`src/rtl/pattern_scan_engine_pkg.sv`:
```
// Shared types and default constants for the pattern-count responder.
package pat_scan_pkg;

  typedef enum logic [2:0] {
    LOAD_PAT,
    SCAN,
    WR_B,
    WR_O,
    WR_S,
    DONE
  } state_t;

  localparam int DEF_NBYTES   = 32;
  localparam int DEF_PAT_ADDR = 32;
  localparam int DEF_RES_ADDR = 33;
  localparam int CW           = 8;

endpackage

```
`src/rtl/pattern_scan_engine_if.sv`:
```
// Data-memory port shared with the core, plus the completion flag.
interface pattern_scan_engine_if #(
  parameter int AW = 8
);
  logic [AW-1:0] mem_addr;
  logic [7:0]    mem_rdata;
  logic          mem_we;
  logic [7:0]    mem_wdata;
  logic          done;

  modport master (
    output mem_addr,
    output mem_we,
    output mem_wdata,
    output done,
    input  mem_rdata
  );

  modport slave (
    input  mem_addr,
    input  mem_we,
    input  mem_wdata,
    input  done,
    output mem_rdata
  );
endinterface

```
`src/rtl/pattern_scan_engine_win_match_cnt.sv`:
```
// Counts 5-bit pattern matches at four consecutive bit offsets of a 16-bit word.
module win_match_cnt (
  input  logic [15:0] i_word,
  input  logic [4:0]  i_pat,
  input  logic [1:0]  i_base,
  output logic [2:0]  o_cnt
);

  logic [19:0] w_pad;
  logic [3:0]  w_hit;

  assign w_pad = {4'b0000, i_word};

  for (genvar gi = 0; gi < 4; gi++) begin : g_win
    logic [3:0] w_off;
    logic [4:0] w_win;
    assign w_off = {i_base, 2'b00} + 4'(gi);
    assign w_win = w_pad[w_off +: 5];
    // Windows reaching past bit 15 would compare against padding, so they never match.
    assign w_hit[gi] = (w_off <= 4'd11) && (w_win == i_pat);
  end

  assign o_cnt = 3'(w_hit[0]) + 3'(w_hit[1]) + 3'(w_hit[2]) + 3'(w_hit[3]);

endmodule

```
`src/rtl/pattern_scan_engine.sv`:
```
// Reads a 5-bit pattern, scans a 256-bit string in memory, and writes the
// in-byte, per-byte-hit and full-stream match counts back to memory.
module pattern_scan_engine
  import pat_scan_pkg::*;
#(
  parameter int NBYTES   = DEF_NBYTES,
  parameter int PAT_ADDR = DEF_PAT_ADDR,
  parameter int RES_ADDR = DEF_RES_ADDR,
  parameter int AW       = 8
) (
  input logic                   clk,
  input logic                   reset,
  pattern_scan_engine_if.master bus
);

  state_t        r_state;
  state_t        w_state_next;
  logic [4:0]    r_pat;
  logic [AW-1:0] r_idx;
  logic [7:0]    r_prev;
  logic [CW-1:0] r_ctb;
  logic [CW-1:0] r_cto;
  logic [CW-1:0] r_cts;
  logic          r_done;

  logic [AW-1:0] w_addr;
  logic          w_we;
  logic [7:0]    w_wdata;
  logic [2:0]    w_m;
  logic [2:0]    w_c;
  logic [2:0]    w_c_eff;

  win_match_cnt u_in_byte (
    .i_word ({r_prev, bus.mem_rdata}),
    .i_pat  (r_pat),
    .i_base (2'd0),
    .o_cnt  (w_m)
  );

  win_match_cnt u_cross (
    .i_word ({r_prev, bus.mem_rdata}),
    .i_pat  (r_pat),
    .i_base (2'd1),
    .o_cnt  (w_c)
  );

  // The first byte has no predecessor, so it contributes no crossing windows.
  assign w_c_eff = (r_idx != '0) ? w_c : 3'd0;

  always_ff @(posedge clk) begin
    if (reset) begin
      r_state <= LOAD_PAT;
      r_pat   <= '0;
      r_idx   <= '0;
      r_prev  <= '0;
      r_ctb   <= '0;
      r_cto   <= '0;
      r_cts   <= '0;
      r_done  <= 1'b0;
    end else begin
      r_state <= w_state_next;
      case (r_state)
        LOAD_PAT: begin
          r_pat <= bus.mem_rdata[7:3];
          r_idx <= '0;
        end
        SCAN: begin
          r_ctb  <= r_ctb + CW'(w_m);
          r_cto  <= r_cto + CW'(w_m != 3'd0);
          r_cts  <= r_cts + CW'(w_m) + CW'(w_c_eff);
          r_prev <= bus.mem_rdata;
          r_idx  <= r_idx + 1'b1;
        end
        WR_S:    r_done <= 1'b1;
        default: ;
      endcase
    end
  end

  always_comb begin
    w_state_next = r_state;
    w_addr       = AW'(PAT_ADDR);
    w_we         = 1'b0;
    w_wdata      = 8'h00;
    case (r_state)
      LOAD_PAT: w_state_next = SCAN;
      SCAN: begin
        w_addr = r_idx;
        if (r_idx == AW'(NBYTES - 1)) w_state_next = WR_B;
      end
      WR_B: begin
        w_addr       = AW'(RES_ADDR);
        w_we         = 1'b1;
        w_wdata      = r_ctb;
        w_state_next = WR_O;
      end
      WR_O: begin
        w_addr       = AW'(RES_ADDR + 1);
        w_we         = 1'b1;
        w_wdata      = r_cto;
        w_state_next = WR_S;
      end
      WR_S: begin
        w_addr       = AW'(RES_ADDR + 2);
        w_we         = 1'b1;
        w_wdata      = r_cts;
        w_state_next = DONE;
      end
      default: ;
    endcase
  end

  // A reset arriving during a write cycle suppresses that write.
  assign bus.mem_we    = w_we & ~reset;
  assign bus.mem_addr  = w_addr;
  assign bus.mem_wdata = w_wdata;
  assign bus.done      = r_done;

endmodule

```
`src/flat_wrapper.sv`:
```
// flat-port wrapper written by rule: the top's interface ports become plain ports
module pattern_scan_engine_flat import pat_scan_pkg::*;
#(
  parameter int NBYTES   = DEF_NBYTES,
  parameter int PAT_ADDR = DEF_PAT_ADDR,
  parameter int RES_ADDR = DEF_RES_ADDR,
  parameter int AW       = 8
)
  (clk, reset, bus_mem_addr, bus_mem_we, bus_mem_wdata, bus_done, bus_mem_rdata);
  pattern_scan_engine_if #(.AW(AW)) bus_i ();
  input logic clk;
  input logic reset;
  output wire logic [$bits(bus_i.mem_addr)-1:0] bus_mem_addr;
  output wire logic [$bits(bus_i.mem_we)-1:0] bus_mem_we;
  output wire logic [$bits(bus_i.mem_wdata)-1:0] bus_mem_wdata;
  output wire logic [$bits(bus_i.done)-1:0] bus_done;
  input wire logic [$bits(bus_i.mem_rdata)-1:0] bus_mem_rdata;
  assign bus_mem_addr = bus_i.mem_addr;
  assign bus_mem_we = bus_i.mem_we;
  assign bus_mem_wdata = bus_i.mem_wdata;
  assign bus_done = bus_i.done;
  assign bus_i.mem_rdata = bus_mem_rdata;
  pattern_scan_engine #(.NBYTES(NBYTES), .PAT_ADDR(PAT_ADDR), .RES_ADDR(RES_ADDR), .AW(AW)) u_core (.clk(clk), .reset(reset), .bus(bus_i));
endmodule
```
`config.mk`:
```
export PLATFORM = sky130hd
export DESIGN_NAME = pattern_scan_engine_flat
export DESIGN_NICKNAME = d
export VERILOG_FILES = /design/src/rtl/pattern_scan_engine_pkg.sv /design/src/rtl/pattern_scan_engine_if.sv /design/src/rtl/pattern_scan_engine_win_match_cnt.sv /design/src/rtl/pattern_scan_engine.sv /design/src/flat_wrapper.sv
export SDC_FILE = /design/constraint.sdc
export NUM_CORES = 1
export LEC_CHECK = 0
export BUFFER_PORTS_ARGS = -buffer_cell sky130_fd_sc_hd__buf_2
export CAP_MARGIN = 0
export CORE_ASPECT_RATIO = 0.8
export CORE_UTILIZATION = 40
export CTS_CLUSTER_DIAMETER = 30
export DETAILED_ROUTE_END_ITERATION = 10
export GPL_TIMING_DRIVEN = 1
export SLEW_MARGIN = 20
export SYNTH_ARGS = -nofsm -noshare
export SYNTH_HDL_FRONTEND = slang
export SYNTH_SLANG_ARGS = --single-unit
```
`constraint.sdc`:
```
create_clock -name clk -period 6.9 [get_ports clk]
set_input_delay 0.69 -clock clk [delete_from_list [all_inputs] [get_ports clk]]
set_output_delay 0.69 -clock clk [all_outputs]
set_load 0.03 [all_outputs]
```
==> run metrics <==
HPWL after DPL 4.647 mm; sequential-to-total area share from yosys stat approximately 30%; internal power 0.0003703 W; CP cell instances xor2_1 -> nor3_1 -> nand3_1 -> fa_1 -> inv_1 -> ha_1 -> ha_1 -> inv_1 -> fa_1 -> inv_1 -> ha_1 -> inv_1 -> fa_1 -> nor2b_1 -> o2111ai_1 -> xor2_1 -> nor2_1; Root Buffer clkbuf_8; Die H roughly 80 um; drt initial violations 95; Post-CTS Setup Repair Bufs 0; hold_buf cts 0; async set-reset flop share out of synthesis 0%; Vias approximately 2400; Clock Pin Slew Worst Setup and Hold Paths about 90 ps; Pre-antenna DRT Iters 4; Vias/cell 5.178; RSZ-0062 raised after global routing no; share of cells above drive strength 1 around an eighth; PwrDens about 160 nW/um^2; largest net degree at the start of global routing 49; skew final ~6.4 ps; R2R depth 17; Worst slew margin about 44%; Yosys cell types 43; Port Buffer Count 27; switching pwr ~0.00015 W; final WL slightly below 7 mm; final setup TNS 0 ps; startpoint types flop; die area slightly below 8000 um^2; Reg2Reg Capture Point u_core.r_cts[7]; fin crit share 58.83%; Critical path buffers and inverters 4; Num Clock Sinks 45; Hold Path Depth 2; Worst Path Class, Setup reg -> reg; initial antenna violation count 0; status finished clean; most common cell after layout, fill and taps aside nand2_1; EDFF count, synth 0; Core Rows 27; Worst path most repeated cell inv_1; switching share of power approximately 29%; Critical Path AT 4240 ps; most frequent cells in the layout 53 x nand2_1, 45 x dfxtp_1, 33 x nor2_1, 29 x xnor2_1, 28 x a21oi_1; TritonCTS clock tree done; CP top delay family adder cells; MaxCap Viol Count 0; # DRC 0; Worst Hold Class reg -> reg; Period minus WS final between 4000 and 5000 ps; cell area after synthesis around 3000 um^2; GR Overflow Total 0; post_cts resized 0; Setup crit end kind flop; Data required, critical path between 7000 and 8000 ps; ANT cells 0; Power, Total between 0.0005 and 0.0006 W; Worst Hold Endpoint u_core.bus.done; floorplan die width 98.71 um; Synth Area per Inst roughly 8.0 um^2; clock latency on the worst-skew pair around 300 ps; P_leak ~1.3 nW; io pins 28; combinational share of power 14.2%; clock power share a little under a third; warnings from Yosys 0; Initial Util about 42%; CTS HTree Levels 2; Syn Nets 406; most common flop cell mapped by yosys dfxtp_1; Mapped Cells ~380; Synth Register Bits 45; RD Place Congestion 0.8448; post-route ant nets 0; Seq pwr share between 50% and 60%; Worst Path Max Fanout 9; Longest Clk Path Bufs 2; Final Net Count 414; endpoints failing setup 0; r2r startpoint u_core.r_pat[4]; wire length per cell 14.30 um; first-pass GRT wire length 11.52 mm; maximum vdd ir drop approximately 0.08 mV; fin. max-slew vios 0; CTS buffer count 5; flop-to-flop setup slack 2840 ps; worst-margin pin slew 837.1 ps; vias in the first global route about 2300; CP max-delay cell dfxtp_1; GR Util All Layers 18.57%; final hold viol count 0; f_max around 0.25 GHz; hold path start u_core.bus.done; total core area ~7000 um^2; Layout area overhead 7.651%; largest stage delay on the critical path approximately 670 ps
synth_stat cells, types with 4 or more instances:
cell,instances,area (um^2)
o21ai_0,12,60.06
xor2_1,25,219.0
inv_1,14,52.55
and2_1,6,37.54
a22oi_1,8,60.06
fa_1,7,140.1
a21oi_1,28,140.1
nand3_1,15,75.07
nor2_1,33,123.9
nand2b_1,4,25.02
nand2_1,53,198.9
a211oi_1,4,30.03
clkbuf_1,17,63.81
dfxtp_1,45,900.9
xnor2_1,29,254.0
ha_1,14,175.2
nor3_1,13,65.06
buf_1,6,22.52
tightest hold or removal path: cells and delay by family, from the launching register on:
| kind | cells | cell delay [ps] |
|---|---|---|
| DFF | 1 | 330 |
| and+or+nand+nor | 2 | 120 |
stage by stage:
| stage | std cells | setup slack [ps] | instance area [um^2] | hold slack (ps) | utilization [%] |
|---|---|---|---|---|---|
| global placement | 463 | 2668 | 3138 | 450.4 | 44.44 |
| global route | 471 | 2553 | 3222 | 519.9 | 45.63 |
| floorplan | 375 | 2778 | 2993 | 448.4 | - |
| finish | 471 | 2840 | 3222 | 476.2 | 45.63 |
| CTS | 471 | 2817 | 3222 | 488.0 | 45.63 |
| detailed placement | 463 | 2628 | 3138 | 465.4 | 44.44 |
power groups by stage:
stage / registers [W] / clock network (W) / logic [W]
finish: 0.000281 / 0.000166 / 0.0000738
detailed placement: 0.000287 / 0 / 0.0000736
CTS: 0.000281 / 0.000174 / 0.0000744
global placement: 0.000287 / 0 / 0.0000722
global route: 0.000283 / 0.000180 / 0.0000847
floorplan: 0.000277 / 0 / 0.0000656
per-layer routing:
layer  track usage [%]  vias up  part of all wire [%]
met5                 0        -                     0
met4             4.478        0                  0.34
met3             2.641        2                   2.6
met2             30.14       32                    45
met1             26.03     1137                    52
li1                  -     1268                     -
cell type report:
class	count	area, um^2
fillers	697	3839
flip-flops and latches	45	900.9
multi-input cells	288	1926
inverters	14	52.55
clock inverters	1	7.507
repair buffers	29	150.1
well taps	87	108.9
clock buffers	7	76.32
worst max-delay path by stage:
| stage | from | endpoint | slack, ps | cells after the start |
|---|---|---|---|---|
| after global routing | u_core.r_pat[4] | u_core.r_cts[7] | 2550 | 17 |
| after floorplan | bus_mem_rdata[4] | u_core.r_cts[7] | 2780 | 18 |
| after detailed placement | bus_mem_rdata[4] | u_core.r_cts[7] | 2630 | 18 |
| after global placement | bus_mem_rdata[4] | u_core.r_cts[7] | 2670 | 18 |
| after CTS | u_core.r_pat[0] | u_core.r_cts[7] | 2820 | 16 |
| final | u_core.r_pat[4] | u_core.r_cts[7] | 2840 | 17 |
sequential cells by signal (all words and copies together) (netlist names):
name	cells
u_core.r_ctb	8
u_core.r_cto	8
u_core.r_cts	8
u_core.r_idx	8
u_core.r_pat	5
u_core.r_prev	4
u_core.r_state	3
u_core.bus.done	1
cell families (layout without fill, tap and decap cells):
family	after synthesis	in the layout	synth area share, %
buffers and inverters	42	51	5.769
muxes	2	2	0.7525
DFF	45	45	30.10
and+or+nand+nor	148	148	24.46
xor gates and xnor gates	54	54	15.80
AOI/OAI and AO/OA	63	63	12.58
adders and majority gates	21	21	10.54
No activity file was read; power rests on OpenSTA's default activity.
